$ cat src/rtl/uart_tx_sequencer_if.sv
// Handshake bundle between the TX-FIFO/UART sequencer and its FIFO and transmitter.
// master = sequencer side, slave = FIFO/transmitter side.
interface uart_tx_sequencer_if #(
  parameter int B = 8
);
  logic         enable;
  logic         fifo_empty;
  logic [B-1:0] fifo_rd_data;
  logic         fifo_rd;
  logic         tx_start;
  logic [B-1:0] tx_data;
  logic         tx_done_tick;
  logic         err_clr;
  logic         busy;
  logic         err;
  logic [15:0]  frame_cnt;

  modport master (
    input  enable, fifo_empty, fifo_rd_data, tx_done_tick, err_clr,
    output fifo_rd, tx_start, tx_data, busy, err, frame_cnt
  );

  modport slave (
    output enable, fifo_empty, fifo_rd_data, tx_done_tick, err_clr,
    input  fifo_rd, tx_start, tx_data, busy, err, frame_cnt
  );
endinterface

$ cat src/rtl/uart_tx_sequencer.sv
// Pops words from a first-word-fall-through TX FIFO and launches one UART frame per word,
// with a per-frame completion timeout, a post-frame idle gap and a completed-frame counter.
module uart_tx_sequencer #(
  parameter int B       = 8,
  parameter int GAP     = 4,
  parameter int TIMEOUT = 50000
) (
  input  logic                clk,
  input  logic                reset,
  uart_tx_sequencer_if.master bus
);

  typedef enum logic [2:0] {
    S_IDLE  = 3'd0,
    S_LOAD  = 3'd1,
    S_START = 3'd2,
    S_WAIT  = 3'd3,
    S_GAP   = 3'd4
  } state_e;

  localparam logic [15:0] WAIT_LAST = 16'(TIMEOUT - 1);
  localparam logic [7:0]  GAP_LAST  = (GAP > 0) ? 8'(GAP - 1) : 8'd0;

  state_e       state_q;
  logic         armed_q;
  logic         fifo_rd_q;
  logic         tx_start_q;
  logic [B-1:0] tx_data_q;
  logic         err_q;
  logic [15:0]  frame_cnt_q;
  logic [15:0]  wait_cnt_q;
  logic [7:0]   gap_cnt_q;

  logic [15:0]  frame_cnt_d;
  logic [15:0]  wait_cnt_d;
  logic [7:0]   gap_cnt_d;

  assign frame_cnt_d = frame_cnt_q + 16'd1;
  assign wait_cnt_d  = wait_cnt_q + 16'd1;
  assign gap_cnt_d   = gap_cnt_q + 8'd1;

  // Sequencer FSM with registered strobes; armed_q holds off the first launch by one edge after reset release.
  always_ff @(posedge clk or negedge reset) begin
    if (!reset) begin
      state_q     <= S_IDLE;
      armed_q     <= 1'b0;
      fifo_rd_q   <= 1'b0;
      tx_start_q  <= 1'b0;
      tx_data_q   <= '0;
      err_q       <= 1'b0;
      frame_cnt_q <= 16'd0;
      wait_cnt_q  <= 16'd0;
      gap_cnt_q   <= 8'd0;
    end else begin
      armed_q    <= 1'b1;
      fifo_rd_q  <= 1'b0;
      tx_start_q <= 1'b0;
      // A timeout in the same cycle overrides this clear below.
      if (bus.err_clr) begin
        err_q <= 1'b0;
      end
      case (state_q)
        S_IDLE: begin
          if (armed_q && bus.enable && !bus.fifo_empty) begin
            state_q   <= S_LOAD;
            fifo_rd_q <= 1'b1;
          end
        end
        S_LOAD: begin
          tx_data_q  <= bus.fifo_rd_data;
          tx_start_q <= 1'b1;
          state_q    <= S_START;
        end
        S_START: begin
          wait_cnt_q <= 16'd0;
          state_q    <= S_WAIT;
        end
        S_WAIT: begin
          // Completion beats a coincident timeout.
          if (bus.tx_done_tick) begin
            frame_cnt_q <= frame_cnt_d;
            wait_cnt_q  <= 16'd0;
            gap_cnt_q   <= 8'd0;
            state_q     <= (GAP > 0) ? S_GAP : S_IDLE;
          end else if (wait_cnt_q == WAIT_LAST) begin
            err_q      <= 1'b1;
            wait_cnt_q <= 16'd0;
            state_q    <= S_IDLE;
          end else begin
            wait_cnt_q <= wait_cnt_d;
          end
        end
        S_GAP: begin
          if (gap_cnt_q == GAP_LAST) begin
            gap_cnt_q <= 8'd0;
            state_q   <= S_IDLE;
          end else begin
            gap_cnt_q <= gap_cnt_d;
          end
        end
        default: begin
          state_q <= S_IDLE;
        end
      endcase
    end
  end

  assign bus.fifo_rd   = fifo_rd_q;
  assign bus.tx_start  = tx_start_q;
  assign bus.tx_data   = tx_data_q;
  assign bus.err       = err_q;
  assign bus.frame_cnt = frame_cnt_q;
  assign bus.busy      = (state_q != S_IDLE);

endmodule

$ cat src/flat_wrapper.sv
// flat-port wrapper written by rule: the top's interface ports become plain ports
module uart_tx_sequencer_flat 
#(
  parameter int B       = 8,
  parameter int GAP     = 4,
  parameter int TIMEOUT = 50000
)
  (clk, reset, bus_enable, bus_fifo_empty, bus_fifo_rd_data, bus_tx_done_tick, bus_err_clr, bus_fifo_rd, bus_tx_start, bus_tx_data, bus_busy, bus_err, bus_frame_cnt);
  uart_tx_sequencer_if #(.B(B)) bus_i ();
  input  logic clk;
  input  logic reset;
  input wire logic [$bits(bus_i.enable)-1:0] bus_enable;
  input wire logic [$bits(bus_i.fifo_empty)-1:0] bus_fifo_empty;
  input wire logic [$bits(bus_i.fifo_rd_data)-1:0] bus_fifo_rd_data;
  input wire logic [$bits(bus_i.tx_done_tick)-1:0] bus_tx_done_tick;
  input wire logic [$bits(bus_i.err_clr)-1:0] bus_err_clr;
  output wire logic [$bits(bus_i.fifo_rd)-1:0] bus_fifo_rd;
  output wire logic [$bits(bus_i.tx_start)-1:0] bus_tx_start;
  output wire logic [$bits(bus_i.tx_data)-1:0] bus_tx_data;
  output wire logic [$bits(bus_i.busy)-1:0] bus_busy;
  output wire logic [$bits(bus_i.err)-1:0] bus_err;
  output wire logic [$bits(bus_i.frame_cnt)-1:0] bus_frame_cnt;
  assign bus_i.enable = bus_enable;
  assign bus_i.fifo_empty = bus_fifo_empty;
  assign bus_i.fifo_rd_data = bus_fifo_rd_data;
  assign bus_i.tx_done_tick = bus_tx_done_tick;
  assign bus_i.err_clr = bus_err_clr;
  assign bus_fifo_rd = bus_i.fifo_rd;
  assign bus_tx_start = bus_i.tx_start;
  assign bus_tx_data = bus_i.tx_data;
  assign bus_busy = bus_i.busy;
  assign bus_err = bus_i.err;
  assign bus_frame_cnt = bus_i.frame_cnt;
  uart_tx_sequencer #(.B(B), .GAP(GAP), .TIMEOUT(TIMEOUT)) u_core (.clk(clk), .reset(reset), .bus(bus_i));
endmodule
$ cat config.mk
export PLATFORM = sky130hd
export DESIGN_NAME = uart_tx_sequencer_flat
export DESIGN_NICKNAME = d
export VERILOG_FILES = /design/src/rtl/uart_tx_sequencer_if.sv /design/src/rtl/uart_tx_sequencer.sv /design/src/flat_wrapper.sv
export SDC_FILE = /design/constraint.sdc
export NUM_CORES = 1
export LEC_CHECK = 0
export ABC_AREA = 1
export ABC_CLOCK_PERIOD_IN_PS = 1700
export CAP_MARGIN = 20
export CORE_ASPECT_RATIO = 2
export CORE_UTILIZATION = 56
export CTS_BUF_LIST = sky130_fd_sc_hd__clkbuf_8
export DETAILED_ROUTE_END_ITERATION = 16
export PLACE_DENSITY = 0.82
export SLEW_MARGIN = 10
export SYNTH_ARGS = -nofsm -noshare
export SYNTH_HDL_FRONTEND = slang
export SYNTH_SLANG_ARGS = --single-unit
$ cat constraint.sdc
create_clock -name clk -period 1.7 [get_ports clk]
set_input_delay 0.255 -clock clk [delete_from_list [all_inputs] [get_ports clk]]
set_output_delay 0.255 -clock clk [all_outputs]
set_load 0.03 [all_outputs]
==> flow_results.org <==
** Run status
- Result of the run :: completed

** Synth
- Of the post-synthesis cell area, the dominant cell type holds 47.8%.
- In this run, distinct cell masters in the synthesized netlist total 28.
- Post-synth EDFFs :: 0
- Of the synthesized area, sequential elements account for 47.8%.
- The most common cell in the synthesized netlist is nand2_1.
- In this run the mean area of a mapped cell was 7.54 µm².
- Post-synthesis instance total :: 382
- The commonest cells after synthesis are nand2_1 (131), nor2_1 (57), dfrtp_1 (55).
- The biggest area contributor in the post-synthesis netlist is dfrtp_1.
- Dominant cells by area after synthesis :: dfrtp_1 (48%), nand2_1 (17%), nor2_1 (7.4%)
- Flip-flop cell with the highest count after synthesis :: dfrtp_1
- Counting flops with an async set or reset pin after synthesis yields a share of 100%.
- Yosys printed 0 warnings.
- Syn nets :: 399
- Number of synthesized register bits :: 55
- After synthesis the cells add up to 0.00288 mm².

** Pwr
- Across the VDD grid, the largest voltage drop is 0.00114 V.
- Internal power comes to 2.73 mW.
- Fraction of power consumed by sequential logic :: 39.4%
- In this run the power spent charging and discharging nets is 1.89 mW.
- After layout, the design draws a total of 4.63 mW.
- The share of total power dissipated in combinational logic is 42.6%.
- Summed over all cells, the static leakage comes to 1.93 nW.
- Dividing total power by cell area gives a power density of 1290 mW/mm².
- Clock Power Share :: 17.9%
- Of the total power, the share spent switching nets is 40.9%.

** STA
- Dividing the final minimum period by the clock period gives 97.9%.
- The total count of hold-check failures in the final report is 0.
- Setup total negative slack on the finished layout was measured at 0 ns.
- Achievable Freq :: 601 MHz
- Setup repair after global routing left no endpoint under its margin.
- Min Clock Period, post-route :: 1.67 ns
- Setup violations remaining at the end of the flow were counted as 0.
- Max Transition Viols Final :: 0
- Skew final :: 0.00859 ns

** Drt
- Dividing the detail-routed wire length by the instance count gives 13.8 µm.
- Vias per cell :: 5.31
- For this run, design rule violations remaining after detail routing come to 0.
- Across all layers, the routed design uses 2,650 vias.
- Routed wire length :: 6.91 mm
- Violation count after the first detailed-route iteration :: 39
- TritonRoute pass-1 iters :: 6
- The count of nets left with antenna violations once routing finished came out at 0.

** GRT
- Global router's overall resource usage :: 27.9%
- Global routing finished with a remaining overflow of 0.
- Number of global-route vias before repair :: 2,628
- Number of antenna violations at the first check in global routing :: 0
- The first global-routing pass estimated 11.1 mm of wire.
- Entering global routing, the biggest net connects 56 pins.

** Clock tree
- After clock tree synthesis, the clock-pin slew on the worst setup and hold paths is 0.09 ns.
- TritonCTS clock tree :: done
- Number of buffers added for setup after CTS :: 0
- TritonCTS created 5 clock buffers.
- Root buffer cell :: clkbuf_8
- The clock reaches the later pin of the worst-skew pair after 0.31 ns.
- Largest buffer count on any clock path :: 2
- Count of H-tree levels built during CTS :: 2
- # clock sinks :: 55

** Setup path
- Crit path capture :: bus_frame_cnt[1]
- The largest individual stage delay along the critical path comes from the cell clkdlybuf4s50_1.
- Counting both buffers and inverters, the worst setup path holds a total of 1.
- Arrival time of data at the critical path endpoint :: 1.41 ns
- The critical path starts at u_core.bus.frame_cnt[1].
- Crit path launch type :: flop
- Total number of cells along the worst setup path :: 1
- The worst setup path is captured at a primary output.
- Worst Path Max Fanout :: 4
- Reg-to-reg setup timing slack :: 0.16 ns
- Required time at the endpoint of the critical path :: 1.44 ns
- The endpoint identified for the worst register-to-register timing path is u_core.bus.err.
- Cells along the critical path :: clkdlybuf4s50_1
- The critical path in this run is classified as reg -> out.
- Measured in cells, the most critical reg-to-reg path has a length of 6.
- In this run the critical register-to-register path is launched from u_core.wait_cnt_q[0].
- On the worst path, the slowest cell contributes a delay of 0.69 ns.
- Grouping stages by cell kind, the critical path spends the most delay in buffers and inverters.

** Floorplan
- Count of standard-cell rows :: 36
- Ports placed on the boundary :: 42
- The region available for standard cell placement spans 0.00491 mm².
- The initial utilization of the core area, before any placement, comes to 58.6%.
- Die width :: 52.7 µm
- The floorplan step set the die height to 103 µm.
- The die covers 0.00545 mm².

** Place
- # port buffers :: 41
- Detailed placement ended at an HPWL of 5.30 mm.
- RePlAce Congestion :: 0.969
- Area after DPL :: 0.00345 mm²

** Layout
- Final core occ :: 73.1%
- The net count of the finished layout is 459.
- Fraction of final layout cells sized beyond drive strength 1 :: 7.69%
- The repair_antennas step left the layout with diodes totalling 0.
- The finished cells cover 0.00359 mm².
- Relative to the synthesized area, the layout overhead comes to 24.6%.

** Job
- Max-cap violations in this run came to 0.

** Hold path
- The path class of the tightest hold or removal check is in -> async.
placed cells by master (no fill, tap or decap), types with 5 or more instances in the layout:
| cell | netlist | final |
|---|---|---|
| nand2_1 | 131 | 131 |
| nor2_1 | 57 | 56 |
| dfrtp_1 | 55 | 55 |
| inv_1 | 41 | 42 |
| nand3_1 | 27 | 27 |
| clkdlybuf4s50_1 | 0 | 24 |
| o21ai_0 | 15 | 15 |
| nand4_1 | 12 | 12 |
| buf_4 | 0 | 12 |
| dlymetal6s2s_1 | 0 | 10 |
| xor2_1 | 8 | 8 |
| dlygate4sd2_1 | 0 | 6 |
| xnor2_1 | 5 | 5 |
| clkbuf_8 | 0 | 5 |
routing by layer:
layer	track usage (%)	vias up	share of wire, %
li1	-	1309	-
met1	26.3	1249	36
met2	54.5	71	58
met3	3.65	21	2.8
met4	15.0	0	3.8
met5	0	-	0
cell families (layout without fill, tap and decap cells):
group                      Yosys count  in the layout  share of synthesized area (%)
AOI/OAI and AO/OA                   22             22                           4.09
xor gates and xnor gates            13             13                           3.95
adders and majority gates            3              3                           1.30
buffers and inverters               47            107                           6.43
DFF                                 55             55                           47.8
other                                1              1                          0.130
and+or+nand+nor                    241            241                           36.3
worst min-delay path by stage:
| stage | cells past startpoint | startpoint | slack [ns] | to |
|---|---|---|---|---|
| after floorplan | 0 | reset | -0.04 | u_core.armed_q |
| after global placement | 2 | reset | 0.27 | u_core.wait_cnt_q[13] |
| after detailed placement | 2 | reset | 0.28 | u_core.wait_cnt_q[10] |
| after CTS | 3 | bus_fifo_rd_data[0] | 0.47 | u_core.bus.tx_data[0] |
| after global routing | 3 | bus_fifo_rd_data[0] | 0.50 | u_core.bus.tx_data[0] |
| final | 3 | reset | 0.47 | u_core.gap_cnt_q[6] |
area by class of cell:
cell class | instances | area, µm²
Inverter | 45 | 169
Multi-Input combinational cell | 280 | 1330
Clock buffer | 5 | 68.8
Sequential cell | 55 | 1380
Fill cell | 385 | 1320
Clock inverter | 2 | 33.8
Timing Repair Buffer | 55 | 543
Tap cell | 57 | 71.3
registers in the layout, summed over array words and instances (netlist names), 3 cells and up:
signal                cells
u_core.bus.frame_cnt     16
u_core.bus.tx_data        8
u_core.gap_cnt_q          8
u_core.state_q            3
u_core.wait_cnt_q        16
metrics by stage:
stage	std cells	setup slack [ns]	hold slack, ns
floorplan	382	0.207	-0.0406
CTS	499	0.00401	0.471
global placement	491	0.0807	0.275
detailed placement	491	0.0583	0.277
finish	499	0.0349	0.466
global route	499	0.00765	0.501
power groups by stage:
stage / Sequential, mW / Combinational, mW / Clock [mW]
final: 1.82 / 1.97 / 0.828
after global routing: 1.86 / 2.15 / 0.890
after CTS: 1.82 / 1.97 / 0.843
after detailed placement: 1.84 / 1.98 / 0
after global placement: 1.83 / 1.94 / 0
after floorplan: 2.13 / 0.944 / 0
timing repair:
action,4_1_cts,5_1_grt
hold endpoints to repair,55,0
setup endpoints to repair,6,13
pin swaps,0,0
gates resized for setup,6,12
hold buffers,1,0
Note: power is estimated with default switching activity, not from simulation.
